**config.mk**
```make
export PLATFORM = sky130hd
export DESIGN_NAME = seq_div
export DESIGN_NICKNAME = d
export VERILOG_FILES = /design/src/rtl/seq_div_pkg.sv /design/src/rtl/seq_div_sign.sv /design/src/rtl/seq_div.sv
export SDC_FILE = /design/constraint.sdc
export NUM_CORES = 1
export LEC_CHECK = 0
export CAP_MARGIN = 20
export CORE_AREA = 5 5 164 166
export DETAILED_ROUTE_END_ITERATION = 8
export DIE_AREA = 0 0 169 171
export PLACE_DENSITY = 0.63
export SLEW_MARGIN = 20
export SYNTH_ARGS = -nofsm -noshare
export SYNTH_HDL_FRONTEND = slang
export SYNTH_SLANG_ARGS = --single-unit
```
**constraint.sdc**
```tcl
create_clock -name clk -period 3.45 [get_ports clk]
set_input_delay 0.345 -clock clk [delete_from_list [all_inputs] [get_ports clk]]
set_output_delay 0.345 -clock clk [all_outputs]
set_load 0.02 [all_outputs]
```
**src/rtl/seq_div_pkg.sv**
```systemverilog
// seq_div_pkg: shared state type, default widths and counter-width helper for seq_div
package seq_div_pkg;
  typedef enum logic [1:0] {IDLE, CALC, FIX, DONE} state_t;
  localparam int NW_DEF = 33;
  localparam int DW_DEF = 16;
  function automatic int cnt_w(input int n);
    return (n > 2) ? $clog2(n) : 1;
  endfunction
endpackage

```
**src/rtl/seq_div_sign.sv**
```systemverilog
// seq_div_sign: conditional two's-complement (abs when neg = msb, apply sign otherwise)
//   a   : input value or magnitude
//   neg : negate when high
//   y   : neg ? -a : a
module seq_div_sign #(parameter int W = 16) (
  input  logic [W-1:0] a,
  input  logic         neg,
  output logic [W-1:0] y
);
  assign y = neg ? -a : a;
endmodule

```
**src/rtl/seq_div.sv**
```systemverilog
// seq_div: sequential signed radix-2 restoring divider with start/busy/done handshake
//   clk, rst (async, active high), ce (global freeze), start
//   nin [NW] signed dividend, din [DW] signed divisor
//   busy, done (one ce-cycle pulse), qout [QW] quotient, rout [DW] remainder, dz, ovf
//   SEQ_DIV_ROUND_EN: round quotient to nearest, half away from zero
module seq_div
  import seq_div_pkg::*;
#(
  parameter  int NW = NW_DEF,
  parameter  int DW = DW_DEF,
  localparam int QW = NW
) (
  input  logic          clk,
  input  logic          rst,
  input  logic          ce,
  input  logic          start,
  input  logic [NW-1:0] nin,
  input  logic [DW-1:0] din,
  output logic          busy,
  output logic          done,
  output logic [QW-1:0] qout,
  output logic [DW-1:0] rout,
  output logic          dz,
  output logic          ovf
);
  localparam int CW = cnt_w(NW);
  state_t state_q;
  logic [CW-1:0] cnt_q;
  logic [NW-1:0] n_q, n_abs, n_d, q_s, qsat;
  logic [DW-1:0] r_q, d_q, d_abs, r_d, rm, r_s;
  logic          sn_q, sq_q, dzp_q, busy_q, done_q, dz_q, ovf_q;
  logic [QW-1:0] qout_q;
  logic [DW-1:0] rout_q;
  logic [DW:0]   sh;
  logic          ge, ovf_d;
  logic [NW:0]   qm, lim;
  seq_div_sign #(.W(NW)) u_nabs (.a(nin), .neg(nin[NW-1]), .y(n_abs));
  seq_div_sign #(.W(DW)) u_dabs (.a(din), .neg(din[DW-1]), .y(d_abs));
  seq_div_sign #(.W(NW)) u_qsgn (.a(qm[NW-1:0]), .neg(sq_q), .y(q_s));
  seq_div_sign #(.W(DW)) u_rsgn (.a(rm), .neg(sn_q), .y(r_s));
  // n_q doubles as dividend shifter and quotient collector; the difference always fits DW bits
  always_comb begin
    sh  = {r_q, n_q[NW-1]};
    ge  = sh >= {1'b0, d_q};
    r_d = ge ? sh[DW-1:0] - d_q : sh[DW-1:0];
    n_d = {n_q[NW-2:0], ge};
  end
`ifdef SEQ_DIV_ROUND_EN
  logic rnd;
  assign rnd = {r_q, 1'b0} >= {1'b0, d_q};
  // rounding up leaves a remainder of opposite sign to the dividend, so rm is modular
  assign qm  = {1'b0, n_q} + {{NW{1'b0}}, rnd};
  assign rm  = rnd ? r_q - d_q : r_q;
`else
  assign qm  = {1'b0, n_q};
  assign rm  = r_q;
`endif
  // a negative quotient may reach magnitude 2^(NW-1), a positive one only 2^(NW-1)-1
  assign lim   = {2'b01, {(NW-1){1'b0}}} - {{NW{1'b0}}, !sq_q};
  assign ovf_d = qm > lim;
  assign qsat  = sq_q ? {1'b1, {(NW-1){1'b0}}} : {1'b0, {(NW-1){1'b1}}};
  always_ff @(posedge clk or posedge rst) begin
    if (rst) begin
      state_q <= IDLE;
      cnt_q   <= '0;
      n_q     <= '0;
      r_q     <= '0;
      d_q     <= '0;
      sn_q    <= 1'b0;
      sq_q    <= 1'b0;
      dzp_q   <= 1'b0;
      busy_q  <= 1'b0;
      done_q  <= 1'b0;
      qout_q  <= '0;
      rout_q  <= '0;
      dz_q    <= 1'b0;
      ovf_q   <= 1'b0;
    end else if (ce) begin
      unique case (state_q)
        IDLE: if (start) begin
          n_q     <= n_abs;
          d_q     <= d_abs;
          r_q     <= '0;
          sn_q    <= nin[NW-1];
          sq_q    <= nin[NW-1] ^ din[DW-1];
          dzp_q   <= din == '0;
          dz_q    <= 1'b0;
          ovf_q   <= 1'b0;
          cnt_q   <= CW'(NW - 1);
          busy_q  <= 1'b1;
          state_q <= (din == '0) ? FIX : CALC;
        end
        CALC: begin
          r_q     <= r_d;
          n_q     <= n_d;
          cnt_q   <= cnt_q - 1'b1;
          state_q <= (cnt_q == '0) ? FIX : CALC;
        end
        FIX: begin
          dz_q    <= dzp_q;
          ovf_q   <= !dzp_q && ovf_d;
          qout_q  <= dzp_q ? '0 : ovf_d ? qsat : q_s;
          rout_q  <= (dzp_q || ovf_d) ? '0 : r_s;
          busy_q  <= 1'b0;
          state_q <= DONE;
        end
        // first DONE cycle raises the pulse, second drops it and returns to IDLE
        DONE: begin
          done_q  <= !done_q;
          state_q <= done_q ? IDLE : DONE;
        end
      endcase
    end
  end
  assign busy = busy_q;
  assign done = done_q;
  assign qout = qout_q;
  assign rout = rout_q;
  assign dz   = dz_q;
  assign ovf  = ovf_q;
endmodule

```
==> out/metrics.cfg, run 1 <==
[pwr]
power.switching_uw = 4550
power.internal_uw = 5780
p_seq_frac = 0.287
pwr_density_cell_mw_per_mm2 = 956
clockPowerShare = 0.174
peakVddDrop_uv = 288
pwr-share-comb = 0.539
leakagePower_uw = 0.00459
swShare = 0.440

[clock_network]
post_cts_buffers = 0
clkSlewWorstSetupHoldPaths_ns = 0.06
cts_num_sinks = 129
cts_tree = built
ctsResizeCount = 0
cts_buffers = 17
cts-root-buf = clkbuf_16
clock_path_buffers = 2
htree_levels = 4
worst_skew_pair.late_latency_ns = 0.42
hold_buffers = 0

[synth]
synth-warning-count = 0
synth_cell_types = 65
ys_dominant_reg_cell = dfrtp_1
syn-instance-count = 1008
synth_area_mm2 = 0.00871
synth_edf_count = 0
synth-seq-cells = 129
syn_nets = 1116
synth_area_per_cell_um2 = 8.64
async_flop_share = 1.00
synth_seq_area_share = 0.371

[critical_path]
crit_type = register to register
slowest_stage = nor4_1
worstSetupStartpointType = register
cp.arrival_ns = 3.30
cp_num_buf_inv = 3
crit_required_ns = 3.75
path_depth = 12
r2r-start = sq_q$_DFFE_PP0P_
worst-r2r-cell-count = 12
cp_common_cell = buf_4
path_delay_family = simple AND/OR/NAND/NOR gates
path_max_fanout = 56
r2r_setup_slack_ns = 0.44
timing.rr.end = qout[22]$_DFFE_PP0P_
end_kind = register
max_stage_delay_ns = 0.42
crit_chain = buf_12 > ha_1 > nand4_1 > nor4_1 > and3_1 > nand3_1 > o21ai_1 > buf_4 > nor3_2 > buf_4 > a21oi_1 > o21ai_0

[grt]
grt_overflow_total = 0
grt_max_degree = 68
grt_pass1_vias = 7425
antenna_found_initial = 0
grt_first_pass_wirelength_mm = 39.0
grt_usage = 0.164

[sta]
fin_crit_sh = 0.871
hold_slack_ns = 0.355
min_period_ns = 3.01
hold_viol_final = 0
max_freq_mhz = 333
setup_viol = 0
finalMaxSlewViolations = 0
rsz0062_at_grt = no
worst_pin_slew_ns = 0.950
tns_ns = 0
skew_ns = 0.0118
relSlewSlack = 0.364

[worst_hold_path]
worstHoldPathType = input port to asynchronous set/reset pin

[place]
place.gp.congestion = 0.862
dp_hpwl_mm = 18.0
numPortBuffers = 105

[routing]
firstDrtPassIters = 7
via_per_inst = 5.28
vias = 7644
route.detailed.drc = 0
wl_mm = 23.4
avgRoutedWirePerCell_um = 16.2
ant_nets = 0
drtIter0Drc = 542

[floorplan]
die_h_um = 171
die-area_mm2 = 0.0289
ios = 106
start_util = 0.342
die_w_um = 169
rows = 59
core_area_mm2 = 0.0255

[final_layout]
multi_input_area_mm2 = 0.00513
antennaDiodeCount = 0
seqCellArea_mm2 = 0.00323
drive_gt1_frac = 0.0638
nFillCells = 2526
areaGrowthSynthToFinish_pct = 24.0
fin_nets = 1208
fin_util = 0.424

[flow_run]
max_cap_violations = 0

[run_status]
status = finished clean

cell type report:
type	count	area share
Clock buffer	23	0.0452
Inverter	41	0.0146
Timing Repair Buffer	129	0.117
Tap cell	335	0.0388
Multi-Input combinational cell	782	0.475
Clock inverter	9	0.00973
Sequential cell	129	0.299
state kept, by name, indices dropped and copies added, names as in the netlist, 2 cells and up:
signal,flops
d_q,16
cnt_q,6
n_q,33
r_q,16
rout,16
qout,33
state_q,2
routing by layer:
layer  track usage  vias up  wire (um)
li1              -     3864          -
met1         0.244     3617      12200
met2         0.244      148       9990
met3        0.0351       15        995
met4        0.0413        0        252
met5             0        -          0
worst register-to-register path, stage by stage (launching register included):
cell	delay, ns
dfrtp_1	0.39
buf_12	0.19
ha_1	0.37
nand4_1	0.18
nor4_1	0.42
and3_1	0.21
nand3_1	0.07
o21ai_1	0.25
buf_4	0.28
nor3_2	0.06
buf_4	0.21
a21oi_1	0.15
o21ai_0	0.10
synth_stat cells (6+ instances only):
cell | count | area (um^2)
nand4_1 | 10 | 62.6
xor2_1 | 48 | 420
inv_1 | 40 | 150
or4_1 | 11 | 82.6
nand2_1 | 131 | 492
a221o_1 | 9 | 90.1
and3_1 | 7 | 43.8
ha_1 | 54 | 676
a21o_1 | 14 | 105
a21oi_1 | 58 | 290
nor4_1 | 9 | 56.3
nand3_1 | 23 | 115
dfrtp_1 | 129 | 3230
nor2_1 | 42 | 158
clkbuf_1 | 49 | 184
o22ai_1 | 23 | 144
or3_1 | 9 | 56.3
o221ai_1 | 6 | 52.6
xnor2_1 | 45 | 394
a221oi_1 | 7 | 61.3
o41ai_1 | 11 | 96.3
o21ai_0 | 128 | 641
nor3_1 | 16 | 80.1
o31ai_1 | 24 | 180
mux2i_1 | 17 | 170
nand2b_1 | 14 | 87.6
worst max-delay path by stage:
stage                            start              endpoint  slack [ns]
floorplan             sq_q$_DFFE_PP0P_  qout[20]$_DFFE_PP0P_        0.06
global placement                nin[3]   n_q[18]$_DFFE_PP0P_        0.35
detailed placement              nin[3]   n_q[18]$_DFFE_PP0P_        0.29
CTS                 r_q[2]$_DFFE_PP0P_   r_q[11]$_DFFE_PP0P_        0.45
global route          sq_q$_DFFE_PP0P_  qout[11]$_DFFE_PP0P_        0.23
finish                sq_q$_DFFE_PP0P_  qout[22]$_DFFE_PP0P_        0.44
power by group through the flow:
stage / Sequential, uW / Combinational, uW / Clock, uW
finish: 2960 / 5560 / 1800
CTS: 2960 / 5600 / 1830
global route: 3080 / 6240 / 1890
detailed placement: 2980 / 5580 / 0
global placement: 2950 / 5460 / 0
floorplan: 3030 / 3620 / 0
kinds of logic after synthesis:
kind of cell               Yosys count  share of synthesized area
buffers and inverters               97                     0.0421
DFF                                129                      0.371
and+or+nand+nor                    296                      0.164
adders and majority gates           55                     0.0799
xor gates and xnor gates            93                     0.0935
AOI/OAI and AO/OA                  318                      0.227
muxes                               20                     0.0234
stage by stage:
| step | instances | instance area [um^2] | setup WS [ns] | power (uW) |
|---|---|---|---|---|
| final | 1448 | 10800 | 0.445 | 10300 |
| after global routing | 1448 | 10800 | 0.234 | 11200 |
| after CTS | 1448 | 10800 | 0.447 | 10400 |
| after detailed placement | 1416 | 10200 | 0.289 | 8560 |
| after global placement | 1416 | 10200 | 0.354 | 8410 |
| after floorplan | 1008 | 8710 | 0.0572 | 6640 |
cells in the final DEF, fill, tap and decap left out, drive strengths merged, types with 5 or more instances in the layout:
master         count
a21o              14
a21oi             58
a221o              9
a221oi             7
and3               7
buf               24
clkbuf            23
clkdlybuf4s50    105
clkinvlp           5
dfrtp            129
ha                54
inv               40
mux2i             17
nand2            131
nand2b            14
nand3             23
nand4             10
nor2              42
nor3              16
nor4               9
o21ai            131
o221ai             6
o22ai             23
o31ai             24
o41ai             12
or3               10
or4               13
xnor2             45
xor2              48
(Power assumes the default switching activity.)
==> run 2: changes to the inputs <==
--- a/config.mk
+++ b/config.mk
@@ -10,6 +10,7 @@
 export DETAILED_ROUTE_END_ITERATION = 8
 export DIE_AREA = 0 0 169 171
 export PLACE_DENSITY = 0.63
+export RECOVER_POWER = 50
 export SLEW_MARGIN = 20
 export SYNTH_ARGS = -nofsm -noshare
 export SYNTH_HDL_FRONTEND = slang
==> run 2 against run 1 <==
The flow now finishes with violations (max-capacitance violations, max-slew violations). Cell area is essentially flat. Count of clock-buffer cells in the layout is the same. Critical path depth is the same. Hold slack gained 0.12 ns. Sequential power is essentially flat. Largest cell class unchanged. Highest routed layer unchanged.
==> out/metrics.cfg, run 2 (synthesized netlist as in run 1, its figures left out) <==
[run_status]
status = complete, but fails checks
violations = max-capacitance violations, max-slew violations

[sta]
fin_crit_sh = 0.875
tns_ns = 0
hold_viol_final = 0
setup_viol = 0
skew_ns = 0.0109
finalMaxSlewViolations = 39
rsz0062_at_grt = no
worst_pin_slew_ns = 1.63
relSlewSlack = -0.0905
max_freq_mhz = 331
min_period_ns = 3.02

[pwr]
peakVddDrop_uv = 288
power.switching_uw = 4540
pwr-share-comb = 0.537
clockPowerShare = 0.175
pwr_density_cell_mw_per_mm2 = 951
leakagePower_uw = 0.00464
power.internal_uw = 5730
swShare = 0.442
p_seq_frac = 0.288

[critical_path]
worstSetupStartpointType = register
crit_required_ns = 3.74
end_kind = register
crit_type = register to register
cp.arrival_ns = 3.31
path_max_fanout = 56

[routing]
via_per_inst = 5.29
route.detailed.drc = 0
firstDrtPassIters = 5
wl_mm = 23.4
ant_nets = 0
vias = 7658
avgRoutedWirePerCell_um = 16.1
drtIter0Drc = 522

[clock_network]
worst_skew_pair.late_latency_ns = 0.42
cts_num_sinks = 129
clkSlewWorstSetupHoldPaths_ns = 0.06
cts-root-buf = clkbuf_16
htree_levels = 4
ctsResizeCount = 0
clock_path_buffers = 2
cts_tree = built
hold_buffers = 0
cts_buffers = 17
post_cts_buffers = 0

[grt]
grt_pass1_vias = 7425
grt_first_pass_wirelength_mm = 39.0
grt_use_met1 = 0.244
grt_usage = 0.164
use_met2 = 0.244
gr-usage-met3 = 0.0351
antenna_found_initial = 0
grt_max_degree = 68
grt_overflow_total = 0
busiest_layer = met1

[place]
dp_hpwl_mm = 18.0
numPortBuffers = 105
place.gp.congestion = 0.862

[final_layout]
antennaDiodeCount = 0
final_common_cell = nand2_1
drive_gt1_frac = 0.0629
fin_nets = 1208
fin_util = 0.424
final_cell_mix = nand2_1 (131), dfrtp_1 (129), o21ai_0 (127)
areaGrowthSynthToFinish_pct = 23.9

[flow_run]
max_cap_violations = 1

[floorplan]
ios = 106
core_area_mm2 = 0.0255
die-area_mm2 = 0.0289
start_util = 0.342
rows = 59
die_h_um = 171
die_w_um = 169

[worst_hold_path]
worstHoldPathType = register to register

[run 2: final cells by class]
| cell class | count | area, um^2 |
|---|---|---|
| Fill cell | 2525 | 14700 |
| Multi-Input combinational cell | 782 | 5130 |
| Sequential cell | 129 | 3230 |
| Timing Repair Buffer | 129 | 1260 |
| Clock buffer | 23 | 488 |
| Tap cell | 335 | 419 |
| Inverter | 41 | 155 |
| Clock inverter | 9 | 105 |
[run 2: critical path, cell delays in order, from the launching register on]
cell	delay (ns)
dfrtp_1	0.39
buf_12	0.19
ha_1	0.34
nand4_1	0.18
nor4_1	0.42
and3_1	0.21
nand3_1	0.07
o21ai_1	0.26
buf_4	0.28
nor3_2	0.06
buf_4	0.21
a21oi_1	0.15
o21ai_0	0.10
[run 2: final timing paths]
path,startpoint,to,slack [ns],cells past startpoint
worst max-delay path,sq_q$_DFFE_PP0P_,qout[22]$_DFFE_PP0P_,0.43,12
min in group asynchronous,rst,rout[11]$_DFFE_PP0P_,0.62,2
worst min register to register,rout[7]$_DFFE_PP0P_,rout[7]$_DFFE_PP0P_,0.47,2
worst max register to register,sq_q$_DFFE_PP0P_,qout[22]$_DFFE_PP0P_,0.43,12
max in group asynchronous,rst,qout[11]$_DFFE_PP0P_,0.74,3
worst min-delay path,rout[7]$_DFFE_PP0P_,rout[7]$_DFFE_PP0P_,0.47,2
[run 2: metrics by stage]
stage	setup slack [ns]	cells	total power [uW]	hold slack (ns)	cell area, um^2
2_1_floorplan	0.0572	1008	6640	0.443	8710
3_3_place_gp	0.354	1416	8410	0.456	10200
3_5_place_dp	0.289	1416	8560	0.471	10200
4_1_cts	0.447	1448	10400	0.366	10800
5_1_grt	0.158	1448	11200	0.502	10800
6_report	0.430	1448	10300	0.471	10800
[run 2: per-layer routing]
layer | share of wire | routed length, um
met1 | 0.52 | 12000
met2 | 0.43 | 9980
met3 | 0.045 | 1060
met4 | 0.012 | 274
met5 | 0 | 0
[run 2: power groups by stage]
| stage | sequential (uW) | clock [uW] | combinational (uW) |
|---|---|---|---|
| after CTS | 2960 | 1830 | 5600 |
| after global placement | 2950 | 0 | 5460 |
| after floorplan | 3030 | 0 | 3620 |
| after detailed placement | 2980 | 0 | 5580 |
| final | 2960 | 1790 | 5510 |
| after global routing | 3070 | 1890 | 6190 |
